**config.mk**
```make
export PLATFORM = sky130hd
export DESIGN_NAME = pixel_frame_assembler_flat
export DESIGN_NICKNAME = d
export VERILOG_FILES = /design/src/rtl/mlp_pkg.sv /design/src/rtl/pixel_frame_assembler_if.sv /design/src/rtl/pixel_frame_assembler_pool_sum_unit.sv /design/src/rtl/pixel_frame_assembler.sv /design/src/flat_wrapper.sv
export SDC_FILE = /design/constraint.sdc
export NUM_CORES = 2
export LEC_CHECK = 0
export ABC_AREA = 1
export CORE_AREA = 2 2 619 621
export CTS_BUF_LIST = sky130_fd_sc_hd__clkbuf_2 sky130_fd_sc_hd__clkbuf_4 sky130_fd_sc_hd__clkbuf_8
export DETAILED_ROUTE_END_ITERATION = 8
export DIE_AREA = 0 0 621 623
export MAX_ROUTING_LAYER = met4
export PLACE_DENSITY = 0.45
export REMOVE_ABC_BUFFERS = 1
export SKIP_LAST_GASP = 1
export SLEW_MARGIN = 25
export SYNTH_ARGS = -nofsm -noshare
export SYNTH_HDL_FRONTEND = slang
export SYNTH_SLANG_ARGS = --single-unit
export TNS_END_PERCENT = 30
```
**constraint.sdc**
```tcl
create_clock -name clk -period 4.5 [get_ports clk]
set_clock_uncertainty 0.1 [all_clocks]
set_input_delay 0.675 -clock clk [delete_from_list [all_inputs] [get_ports clk]]
set_output_delay 0.675 -clock clk [all_outputs]
set_load 0.05 [all_outputs]
```
**src/rtl/mlp_pkg.sv**
```systemverilog
`default_nettype none
// ============================================================================
// Package     : mlp_pkg
// Description : Shared geometry, widths and FSM encoding for the MLP pixel path.
// Revision    : 1.0 - initial release
// ============================================================================
package mlp_pkg;

    localparam int IMG_W      = 28;
    localparam int IMG_H      = 28;
    localparam int RESOLUTION = 8;

    localparam int AVG_W      = IMG_W / 2;
    localparam int AVG_H      = IMG_H / 2;
    localparam int AVG_PIX    = AVG_W * AVG_H;

    localparam int HL_NEURONS = 64;
    localparam int OL_NEURONS = 10;

    localparam int COL_W      = $clog2(IMG_W);
    localparam int ROW_W      = $clog2(IMG_H);
    localparam int PAIR_W     = $clog2(AVG_W);
    localparam int BAND_W     = $clog2(AVG_H);
    localparam int K_W        = $clog2(AVG_PIX);
    localparam int PIX_BUS_W  = RESOLUTION * AVG_PIX;

    typedef logic [0:0] state_t;
    localparam state_t ST_FILL = 1'b0;
    localparam state_t ST_HOLD = 1'b1;

    // Row-major index of a pooled output from its 2x2 block coordinates.
    function automatic logic [K_W-1:0] pool_index(
        input logic [BAND_W-1:0] band,
        input logic [PAIR_W-1:0] pair
    );
        return K_W'(band) * K_W'(AVG_W) + K_W'(pair);
    endfunction

endpackage
`default_nettype wire

```
**src/rtl/pixel_frame_assembler_if.sv**
```systemverilog
`default_nettype none
// ============================================================================
// Interface   : pixel_frame_assembler_if
// Description : Pixel stream input and pooled-frame output of the assembler.
// Revision    : 1.0 - initial release
// ============================================================================
interface pixel_frame_assembler_if;
    import mlp_pkg::*;

    logic signed [RESOLUTION-1:0] s_pixel;
    logic                         s_valid;
    logic                         s_last;
    logic                         s_ready;
    logic [PIX_BUS_W-1:0]         pixels;
    logic                         frame_valid;
    logic                         frame_ready;
    logic                         frame_err;

    modport master (
        output s_pixel, s_valid, s_last, frame_ready,
        input  s_ready, pixels, frame_valid, frame_err
    );

    modport slave (
        input  s_pixel, s_valid, s_last, frame_ready,
        output s_ready, pixels, frame_valid, frame_err
    );

endinterface
`default_nettype wire

```
**src/rtl/pixel_frame_assembler_pool_sum_unit.sv**
```systemverilog
`default_nettype none
// ============================================================================
// Module      : pool_sum_unit
// Description : Signed 2x2 sum and divide-by-four. Floor by default; round half
//               up when POOL_ROUND_EN is defined.
// Revision    : 1.0 - initial release
// ============================================================================
module pool_sum_unit
    import mlp_pkg::*;
(
    input  wire logic signed [RESOLUTION:0]   i_psum,
    input  wire logic signed [RESOLUTION-1:0] i_a,
    input  wire logic signed [RESOLUTION-1:0] i_b,
    output logic signed [RESOLUTION-1:0]      o_pool
);

    logic signed [RESOLUTION+1:0] w_sum;
    logic signed [RESOLUTION+1:0] w_biased;
    logic                         w_unused_frac;

    assign w_sum = {i_psum[RESOLUTION], i_psum}
                 + {{2{i_a[RESOLUTION-1]}}, i_a}
                 + {{2{i_b[RESOLUTION-1]}}, i_b};

`ifdef POOL_ROUND_EN
    localparam logic signed [RESOLUTION+1:0] C_HALF = 2;
    assign w_biased = w_sum + C_HALF;
`else
    assign w_biased = w_sum;
`endif

    // Dropping the two LSBs of a sign-extended value is an arithmetic >>>2.
    assign o_pool        = w_biased[RESOLUTION+1:2];
    assign w_unused_frac = ^w_biased[1:0];

endmodule
`default_nettype wire

```
**src/rtl/pixel_frame_assembler.sv**
```systemverilog
`default_nettype none
// ============================================================================
// Module      : pixel_frame_assembler
// Description : Collects a row-major pixel stream, 2x2-average pools it and
//               presents the frame with a valid/ready handshake.
//               Optional build macro: POOL_ROUND_EN (round half up pooling).
// Revision    : 1.0 - initial release
// ============================================================================
module pixel_frame_assembler
    import mlp_pkg::*;
(
    input  wire                    clk,
    input  wire                    reset,
    pixel_frame_assembler_if.slave bus
);

    state_t                       r_state;
    logic                         r_run;
    logic [COL_W-1:0]             r_col;
    logic [ROW_W-1:0]             r_row;
    logic signed [RESOLUTION-1:0] r_prev;
    logic signed [RESOLUTION:0]   r_psum [AVG_W];
    logic signed [RESOLUTION-1:0] r_out  [AVG_PIX];
    logic                         r_frame_err;

    logic                         w_beat;
    logic                         w_last_col;
    logic                         w_last_row;
    logic                         w_final;
    logic                         w_early_last;
    logic                         w_store;
    logic                         w_psum_we;
    logic                         w_out_we;
    logic [PAIR_W-1:0]            w_pair;
    logic [BAND_W-1:0]            w_band;
    logic [K_W-1:0]               w_k;
    logic signed [RESOLUTION-1:0] w_pool;

    // s_ready stays low for the first cycle out of reset.
    assign bus.s_ready     = r_run && (r_state == ST_FILL);
    assign bus.frame_valid = (r_state == ST_HOLD);
    assign bus.frame_err   = r_frame_err;

    assign w_beat       = bus.s_valid && bus.s_ready;
    assign w_last_col   = (r_col == COL_W'(IMG_W - 1));
    assign w_last_row   = (r_row == ROW_W'(IMG_H - 1));
    assign w_final      = w_last_col && w_last_row;
    assign w_early_last = bus.s_last && !w_final;

    assign w_store   = w_beat && !w_early_last && r_col[0];
    assign w_psum_we = w_store && !r_row[0];
    assign w_out_we  = w_store && r_row[0];

    assign w_pair = r_col[COL_W-1:1];
    assign w_band = r_row[ROW_W-1:1];
    assign w_k    = pool_index(w_band, w_pair);

    pool_sum_unit u_pool (
        .i_psum (r_psum[w_pair]),
        .i_a    (r_prev),
        .i_b    (bus.s_pixel),
        .o_pool (w_pool)
    );

    always_ff @(posedge clk or negedge reset) begin
        if (!reset) begin
            r_state     <= ST_FILL;
            r_run       <= 1'b0;
            r_col       <= '0;
            r_row       <= '0;
            r_prev      <= '0;
            r_frame_err <= 1'b0;
        end else begin
            r_run <= 1'b1;
            if (r_state == ST_HOLD) begin
                if (bus.frame_ready) begin
                    r_state <= ST_FILL;
                end
            end else if (w_beat) begin
                if (w_early_last) begin
                    // Premature s_last: discard the beat and restart the frame.
                    r_frame_err <= 1'b1;
                    r_col       <= '0;
                    r_row       <= '0;
                end else begin
                    if (w_final && !bus.s_last) begin
                        r_frame_err <= 1'b1;
                    end
                    if (!r_col[0]) begin
                        r_prev <= bus.s_pixel;
                    end
                    if (w_last_col) begin
                        r_col <= '0;
                        r_row <= w_last_row ? '0 : r_row + 1'b1;
                    end else begin
                        r_col <= r_col + 1'b1;
                    end
                    if (w_final) begin
                        r_state <= ST_HOLD;
                    end
                end
            end
        end
    end

    always_ff @(posedge clk or negedge reset) begin
        if (!reset) begin
            for (int i = 0; i < AVG_W; i++) begin
                r_psum[i] <= '0;
            end
            for (int j = 0; j < AVG_PIX; j++) begin
                r_out[j] <= '0;
            end
        end else begin
            if (w_psum_we) begin
                r_psum[w_pair] <= {r_prev[RESOLUTION-1], r_prev}
                                + {bus.s_pixel[RESOLUTION-1], bus.s_pixel};
            end
            if (w_out_we) begin
                r_out[w_k] <= w_pool;
            end
        end
    end

    generate
        for (genvar g = 0; g < AVG_PIX; g++) begin : g_flat
            assign bus.pixels[RESOLUTION*g +: RESOLUTION] = r_out[g];
        end
    endgenerate

endmodule
`default_nettype wire
```
**src/flat_wrapper.sv**
```systemverilog
// flat-port wrapper written by rule: the top's interface ports become plain ports
module pixel_frame_assembler_flat import mlp_pkg::*;
  (clk, reset, bus_s_pixel, bus_s_valid, bus_s_last, bus_frame_ready, bus_s_ready, bus_pixels, bus_frame_valid, bus_frame_err);
  pixel_frame_assembler_if bus_i ();
  input  wire clk;
  input  wire reset;
  input wire logic [$bits(bus_i.s_pixel)-1:0] bus_s_pixel;
  input wire logic [$bits(bus_i.s_valid)-1:0] bus_s_valid;
  input wire logic [$bits(bus_i.s_last)-1:0] bus_s_last;
  input wire logic [$bits(bus_i.frame_ready)-1:0] bus_frame_ready;
  output wire logic [$bits(bus_i.s_ready)-1:0] bus_s_ready;
  output wire logic [$bits(bus_i.pixels)-1:0] bus_pixels;
  output wire logic [$bits(bus_i.frame_valid)-1:0] bus_frame_valid;
  output wire logic [$bits(bus_i.frame_err)-1:0] bus_frame_err;
  assign bus_i.s_pixel = bus_s_pixel;
  assign bus_i.s_valid = bus_s_valid;
  assign bus_i.s_last = bus_s_last;
  assign bus_i.frame_ready = bus_frame_ready;
  assign bus_s_ready = bus_i.s_ready;
  assign bus_pixels = bus_i.pixels;
  assign bus_frame_valid = bus_i.frame_valid;
  assign bus_frame_err = bus_i.frame_err;
  pixel_frame_assembler u_core (.clk(clk), .reset(reset), .bus(bus_i));
endmodule
```
After elaboration in Yosys (flattened, before gate mapping)
Index checks and enable logic that the tools add are counted.
{ "totals": {"out_inout_bits": 1571, "wordCells": 276, "input_bits": 13, "register_bits": 1715} }
{ "classes": {"order_cmp": 4, "multipliers": 1, "bitwise": 5, "n_reduce_logical": 21, "mux": 21, "n_eq_ne": 2, "addsub": 6} }
{ "ops": {"columns": ["cell", "n"], "rows": [
  ["$bwmux W1568", 1],
  ["$bwmux W126", 1],
  ["$demux W8 S8", 1],
  ["$bmux W9 S4", 1],
  ["$demux W9 S4", 1],
  ["$mux W9", 3],
  ["$mux W5", 5],
  ["$logic_and A1 B1 Y1", 11],
  ["$add A10 B10 Y10", 1],
  ["$add A5 B1 Y5 const B", 2],
  ["$add A9 B8 Y10", 1],
  ["$eq A5 B5 Y1 const B", 2],
  ["$add A8 B8 Y9", 1],
  ["$ge A9 B9 Y1 const B", 1],
  ["$lt A9 B1 Y1 const B", 1],
  ["$not A8 Y9", 1],
  ["$add A8 B4 Y8", 1],
  ["$mux W8", 1],
  ["$mul A4 B3 Y7 const B", 1],
  ["$mux W1", 7],
  ["$reduce_and A3 Y1", 2],
  ["$ge A5 B5 Y1 const B", 1],
  ["$lt A5 B1 Y1 const B", 1],
  ["$not A4 Y5", 1],
  ["5 further kinds", 11]
]} }

Depth between registers and ports, before layout
{ "depth": {"ltp_word": 8, "mapped_depth": 22, "mapped_depth_nobuf": 19} }

By module
From an unflattened synthesis, not the netlist that was laid out.
{ "hier_totals": {"hier_cells": 8180, "area_unflattened_um2": 75044.5} }
{ "modules_own_cells": {"columns": ["module", "instances", "area_per_inst_um2", "cells_per_inst", "seq_area_each_um2"], "rows": [
  ["pixel_frame_assembler", 1, 74481.4, 8100, 42916.2],
  ["pool_sum_unit", 1, 563.0, 80, 0.0]
]} }

Worst setup path before layout
OpenSTA, ideal clock, no wires.
{ "synth_path": {"path_type": "register to register", "from": "reg u_core.r_col[2]", "to": "reg u_core.r_out, in the netlist u_core.bus.pixels[1067]", "t_arrival_ps": 3677, "stages_incl_launch_ff": 19, "period_less_slack_ps": 3843, "setup_slack_ps": 657, "n_path_buf": 4, "required_time_ps": 4334, "setup_ps": 66, "path_cell_list": "dfrtp_1 -> clkbuf_1 -> nand2_1 -> inv_2 -> clkbuf_1 -> a22oi_1 -> nand2_1 -> nand2_1 -> nand4_1 -> fa_1 -> a21boi_0 -> fa_1 -> nand3_1 -> nand2_1 -> xor2_1 -> clkbuf_1 -> clkbuf_1 -> nand4_1 -> nand2_1"} }
{ "synth_between": {"elab_chain_cells": 8, "elab_cells_between_ends": 22, "cone_classes": "add/sub (3); order compare (2); eq/ne (1); mux (6); bitwise (2); reduce/logical (8)"} }
{ "synth_rtl": {"columns": ["item", "line", "source"], "rows": [
  ["start: declaration", "pixel_frame_assembler.sv:19", "logic [COL_W-1:0] r_col;"],
  ["start signal: assignment", "pixel_frame_assembler.sv:96", "r_col <= r_col + 1'b1;"],
  ["branches (longest 8 deep; another with $add A9 B8 Y10)", null, null],
  ["end signal: indexed assignment", "pixel_frame_assembler.sv:120", "r_out[w_k] <= w_pool;"],
  ["end: declaration", "pixel_frame_assembler.sv:23", "logic signed [RESOLUTION-1:0] r_out [AVG_PIX];"]
]} }
Parallel ways; which one is timed is not known. The select of a mux whose other input is x is not followed.
A chain may end at the register's enable or synchronous reset.

Final worst setup path
{ "layout_path": {"from": "reg u_core.r_row[1]", "to": "reg u_core.r_out, in the netlist u_core.bus.pixels[10]"} }
{ "layout_between": {"elab_chain_cells": 8, "elab_cells_between_ends": 17, "cone_classes": "add/sub (1); mul (1); order compare (2); eq/ne (1); mux (3); bitwise (1); reduce/logical (8)"} }
{ "layout_rtl": {"columns": ["item", "line", "source"], "rows": [
  ["start: declaration", "pixel_frame_assembler.sv:20", "logic [ROW_W-1:0] r_row;"],
  ["start signal: assignment", "pixel_frame_assembler.sv:94", "r_row <= w_last_row ? '0 : r_row + 1'b1;"],
  ["$mul A4 B3 Y7 / $eq A5 B5 Y1 (equally long branches)", "mlp_pkg.sv:36, pixel_frame_assembler.sv:46", null],
  ["$add A8 B4 Y8 / $logic_and A1 B1 Y1 (equally long branches)", "mlp_pkg.sv:36, pixel_frame_assembler.sv:47", null],
  ["$not A8 Y9 (implied by the code) / $logic_not A1 Y1 (equally long branches)", "pixel_frame_assembler.sv:120, pixel_frame_assembler.sv:48", null],
  ["$ge A9 B9 Y1 (implied by the code) (tied with other cells)", "pixel_frame_assembler.sv:120", null],
  ["$logic_and A1 B1 Y1 (implied by the code) / $logic_not A1 Y1 (equally long branches)", "pixel_frame_assembler.sv:120, pixel_frame_assembler.sv:50", null],
  ["$mux W8 (implied by the code) / $logic_and A1 B1 Y1 (equally long branches)", "pixel_frame_assembler.sv:120, pixel_frame_assembler.sv:50", null],
  ["$demux W8 S8 / $logic_and A1 B1 Y1 (equally long branches)", "pixel_frame_assembler.sv:120, pixel_frame_assembler.sv:50", null],
  ["$bwmux W1568 / $logic_and A1 B1 Y1 (equally long branches)", "pixel_frame_assembler.sv:120, pixel_frame_assembler.sv:52", null]
]} }
Parallel ways exist; a longest one is shown, timed or not.

==> results.py <==
metrics = {
    "job": {
        "maxCapViolCount": 0,
    },
    "cts": {
        "clk_pin_slew_ps": 60,
        "numCtsBuffers": 325,
        "cts_buffer_depth": 4,
        "cts_sinks": 1715,
        "htree_levels": 5,
        "cts-root-buf": "clkbuf_8",
        "cts_tree": "yes",
        "insertion_delay_ps": 1020,
    },
    "critical_path": {
        "r2r_setup_slack_ps": 240,
        "crit_arrival_ps": 4990,
        "criticalPathCategory": "reg2reg",
        "timing.rr.start": "u_core.r_row[1]$_DFFE_PN0P_",
        "worstReg2RegEnd": "u_core.bus.pixels[10]$_DFFE_PN0P_",
        "cp.required_ps": 5230,
        "reg2reg_depth": 15,
        "endpoint_kind": "flop",
        "crit_path_end": "u_core.bus.pixels[10]$_DFFE_PN0P_",
        "crit_fanout": 53,
        "start_kind": "flop",
        "setup.worst_path.start": "u_core.r_row[1]$_DFFE_PN0P_",
    },
    "yosys": {
        "synth_most_common_cell": "nand2_1",
        "syn_avg_cell_area_um2": 9.01,
        "ys_seq_elements": 1715,
        "yosys_warnings": 0,
        "synth.top_cells.by_count": "nand2_1 (3,404), nand4_1 (1,728), dfrtp_1 (1,715)",
        "synth_edf_count": 0,
        "synth_top_area_share_pct": 58.3,
        "ys_seq_area_share_pct": 58.3,
        "ys_top_cells_by_area": "dfrtp_1 (58%), nand2_1 (17%), nand4_1 (15%), buf_2 (2.2%), clkbuf_1 (2.1%)",
        "syn_inst": 8169,
        "synth_area_mm2": 0.0736,
        "synth_top_cell_by_area": "dfrtp_1",
        "netlist-cell-type-count": 38,
        "async_flop_share_pct": 100,
        "synthFlopType": "dfrtp_1",
    },
    "timing": {
        "slew_violations": 0,
        "period_share_pct": 94.6,
        "min_period_ps": 4260,
        "rsz0062_at_grt": "no",
        "clock.fmax_mhz": 235,
        "hold_viol_final": 0,
        "setup_viol": 0,
        "tightest_slew_ps": 960,
        "tns_ps": 0,
        "max_slew_margin_pct": 35.9,
    },
    "floorplan": {
        "die_y_um": 623,
        "num_rows": 227,
        "die_width_um": 621,
        "die_area_mm2": 0.387,
        "start_util_pct": 19.3,
        "io_pins": 1584,
        "core_area_mm2": 0.381,
    },
    "layout": {
        "syn_to_final_growth_pct": 44.3,
        "instances_no_fill": 15222,
        "final_cell_area_mm2": 0.106,
        "post-route-util_pct": 27.9,
        "drive_gt1_share_pct": 12.9,
        "final_nets": 9988,
    },
    "global_routing": {
        "overflow": 0,
        "antenna_found_initial": 11,
        "grt_max_degree": 125,
        "grt_pass1_wl_um": 558000,
        "grt_pass1_vias": 70801,
        "track_usage_pct": 20.1,
    },
    "power": {
        "p_per_area_mw_per_mm2": 624,
        "p_int_w": 0.0334,
        "leakagePower_nw": 51.8,
        "p_seq_share_pct": 24.5,
        "switching_share_pct": 49.6,
        "peakVddDrop_v": 0.00154,
        "clockPowerShare_pct": 25.7,
        "power_frac_comb_pct": 49.8,
        "switching_power_w": 0.0329,
    },
    "detailed_routing": {
        "firstDrtPassIters": 6,
        "vias": 71715,
        "vias_per_cell": 4.71,
        "ant_nets": 0,
        "finalWirelength_um": 393000,
        "drc": 0,
        "routedWlPerCell_um": 25.8,
        "drtIter0Drc": 7206,
    },
    "place": {
        "dpl_cell_area_mm2": 0.0991,
        "port_buffers": 1583,
        "dp.cells": 14640,
        "place.gp.congestion": 0.841,
        "dpl.hpwl_um": 274000,
    },
    "run_status": {
        "outcome": "finished clean",
    },
    "min_path": {
        "holdCritPathClass": "in2reg",
        "min_from": "bus_frame_ready",
    },
}
## state kept, by name, indices dropped and copies added, names as in the netlist
register and flops:
u_core.bus.pixels 1568, u_core.r_psum 126, u_core.r_prev 8, u_core.r_col 5, u_core.r_row 5, u_core.bus.frame_err 1, u_core.bus.frame_valid 1, u_core.r_run 1
## per-layer routing
layer / up-vias / wire, um / global-route usage, %
met3: 748 / 26100 / 3.70
met4: 0 / 20600 / 9.25
li1: 31684 / - / -
met5: - / 0 / -
met2: 3345 / 186000 / 31.8
met1: 35938 / 161000 / 24.9
## metrics by stage
step / hold slack, ps / total power, W / worst slack, ps
floorplan: 279 / 0.0212 / -16310
global placement: 359 / 0.0494 / 248
detailed placement: 361 / 0.0493 / 202
CTS: 50.8 / 0.0664 / 205
global route: 114 / 0.0683 / 5.91
finish: 186 / 0.0663 / 241
## worst min-delay path by stage
stage                                     endpoint  depth (start not counted)  slack, ps
2_1_floorplan     u_core.bus.frame_err$_DFFE_PN0P_                          0        280
3_3_place_gp   u_core.bus.pixels[1540]$_DFFE_PN0P_                          2        360
3_5_place_dp   u_core.bus.pixels[1558]$_DFFE_PN0P_                          2        360
4_1_cts           u_core.bus.frame_valid$_DFF_PN0_                          2         50
5_1_grt           u_core.bus.frame_valid$_DFF_PN0_                          2        110
6_report          u_core.bus.frame_valid$_DFF_PN0_                          2        190
## final cells by class
type                       count  area (um2)
fill                       40461      274000
timing repair buffer        2224       22400
clock inverter                54         542
clock buffer                 520        6530
inverter                      95         369
multi-input combinational   5569       27100
antenna                        7        17.5
tap                         5038        6300
sequential                  1715       42900
## worst max-delay path, stage by stage, from the launching register on
cell and delay [ps]:
dfrtp_1 400, inv_1 90, fa_1 530, inv_1 40, ha_1 210, fa_1 570, nand3_1 140, nand2_1 80
nand2_1 90, nand2_1 200, nand2_1 210, inv_8 120, buf_12 210, nand4_1 560, nand2_1 200, nand2_1 70
## power groups by stage
| stage | Clock, W | Combinational (W) | Sequential, W |
|---|---|---|---|
| 5_1_grt | 0.0181 | 0.0339 | 0.0163 |
| 3_5_place_dp | 0 | 0.0328 | 0.0165 |
| 6_report | 0.0170 | 0.0330 | 0.0162 |
| 2_1_floorplan | 0 | 0.00428 | 0.0169 |
| 3_3_place_gp | 0 | 0.0329 | 0.0165 |
| 4_1_cts | 0.0174 | 0.0328 | 0.0162 |
## placed cells by master, fill, tap and decap left out, types with 5 or more instances in the layout
master and n:
inv_1 89, nand4_1 1728, diode_2 7, mux2_2 7, clkbuf_8 419, clkdlybuf4s50_1 1579
nand3_1 53, nor2_1 26, a21oi_1 16, bufinv_16 5, buf_12 141, o22ai_1 11
inv_8 7, nor3_4 8, dfrtp_1 1715, o21ai_0 125, a22oi_1 52, buf_4 501
ha_1 29, clkinvlp_4 6, nand2_4 7, nand4_2 40, nand2_1 3397, clkinv_2 26
clkbuf_4 101, inv_12 5, nor2_4 12, fa_1 14
## what timing repair did
item,4_1_cts,5_1_grt
endpoints found under the setup margin,0,259
hold endpoints to repair,112,0
buffers inserted,0,0
gates resized for setup,0,7
hold buffers,1,0
## cells by family after synthesis
group,Yosys count,synth area share (%)
fa+ha+maj,45,0.918
flops,1715,58.3
simple gates,5286,33.6
compound gates,217,1.71
mux,7,0.107
xor+xnor,13,0.155
other cells,1,0.00509
buf+inv,885,5.18
No activity file was read; power rests on OpenSTA's default activity.
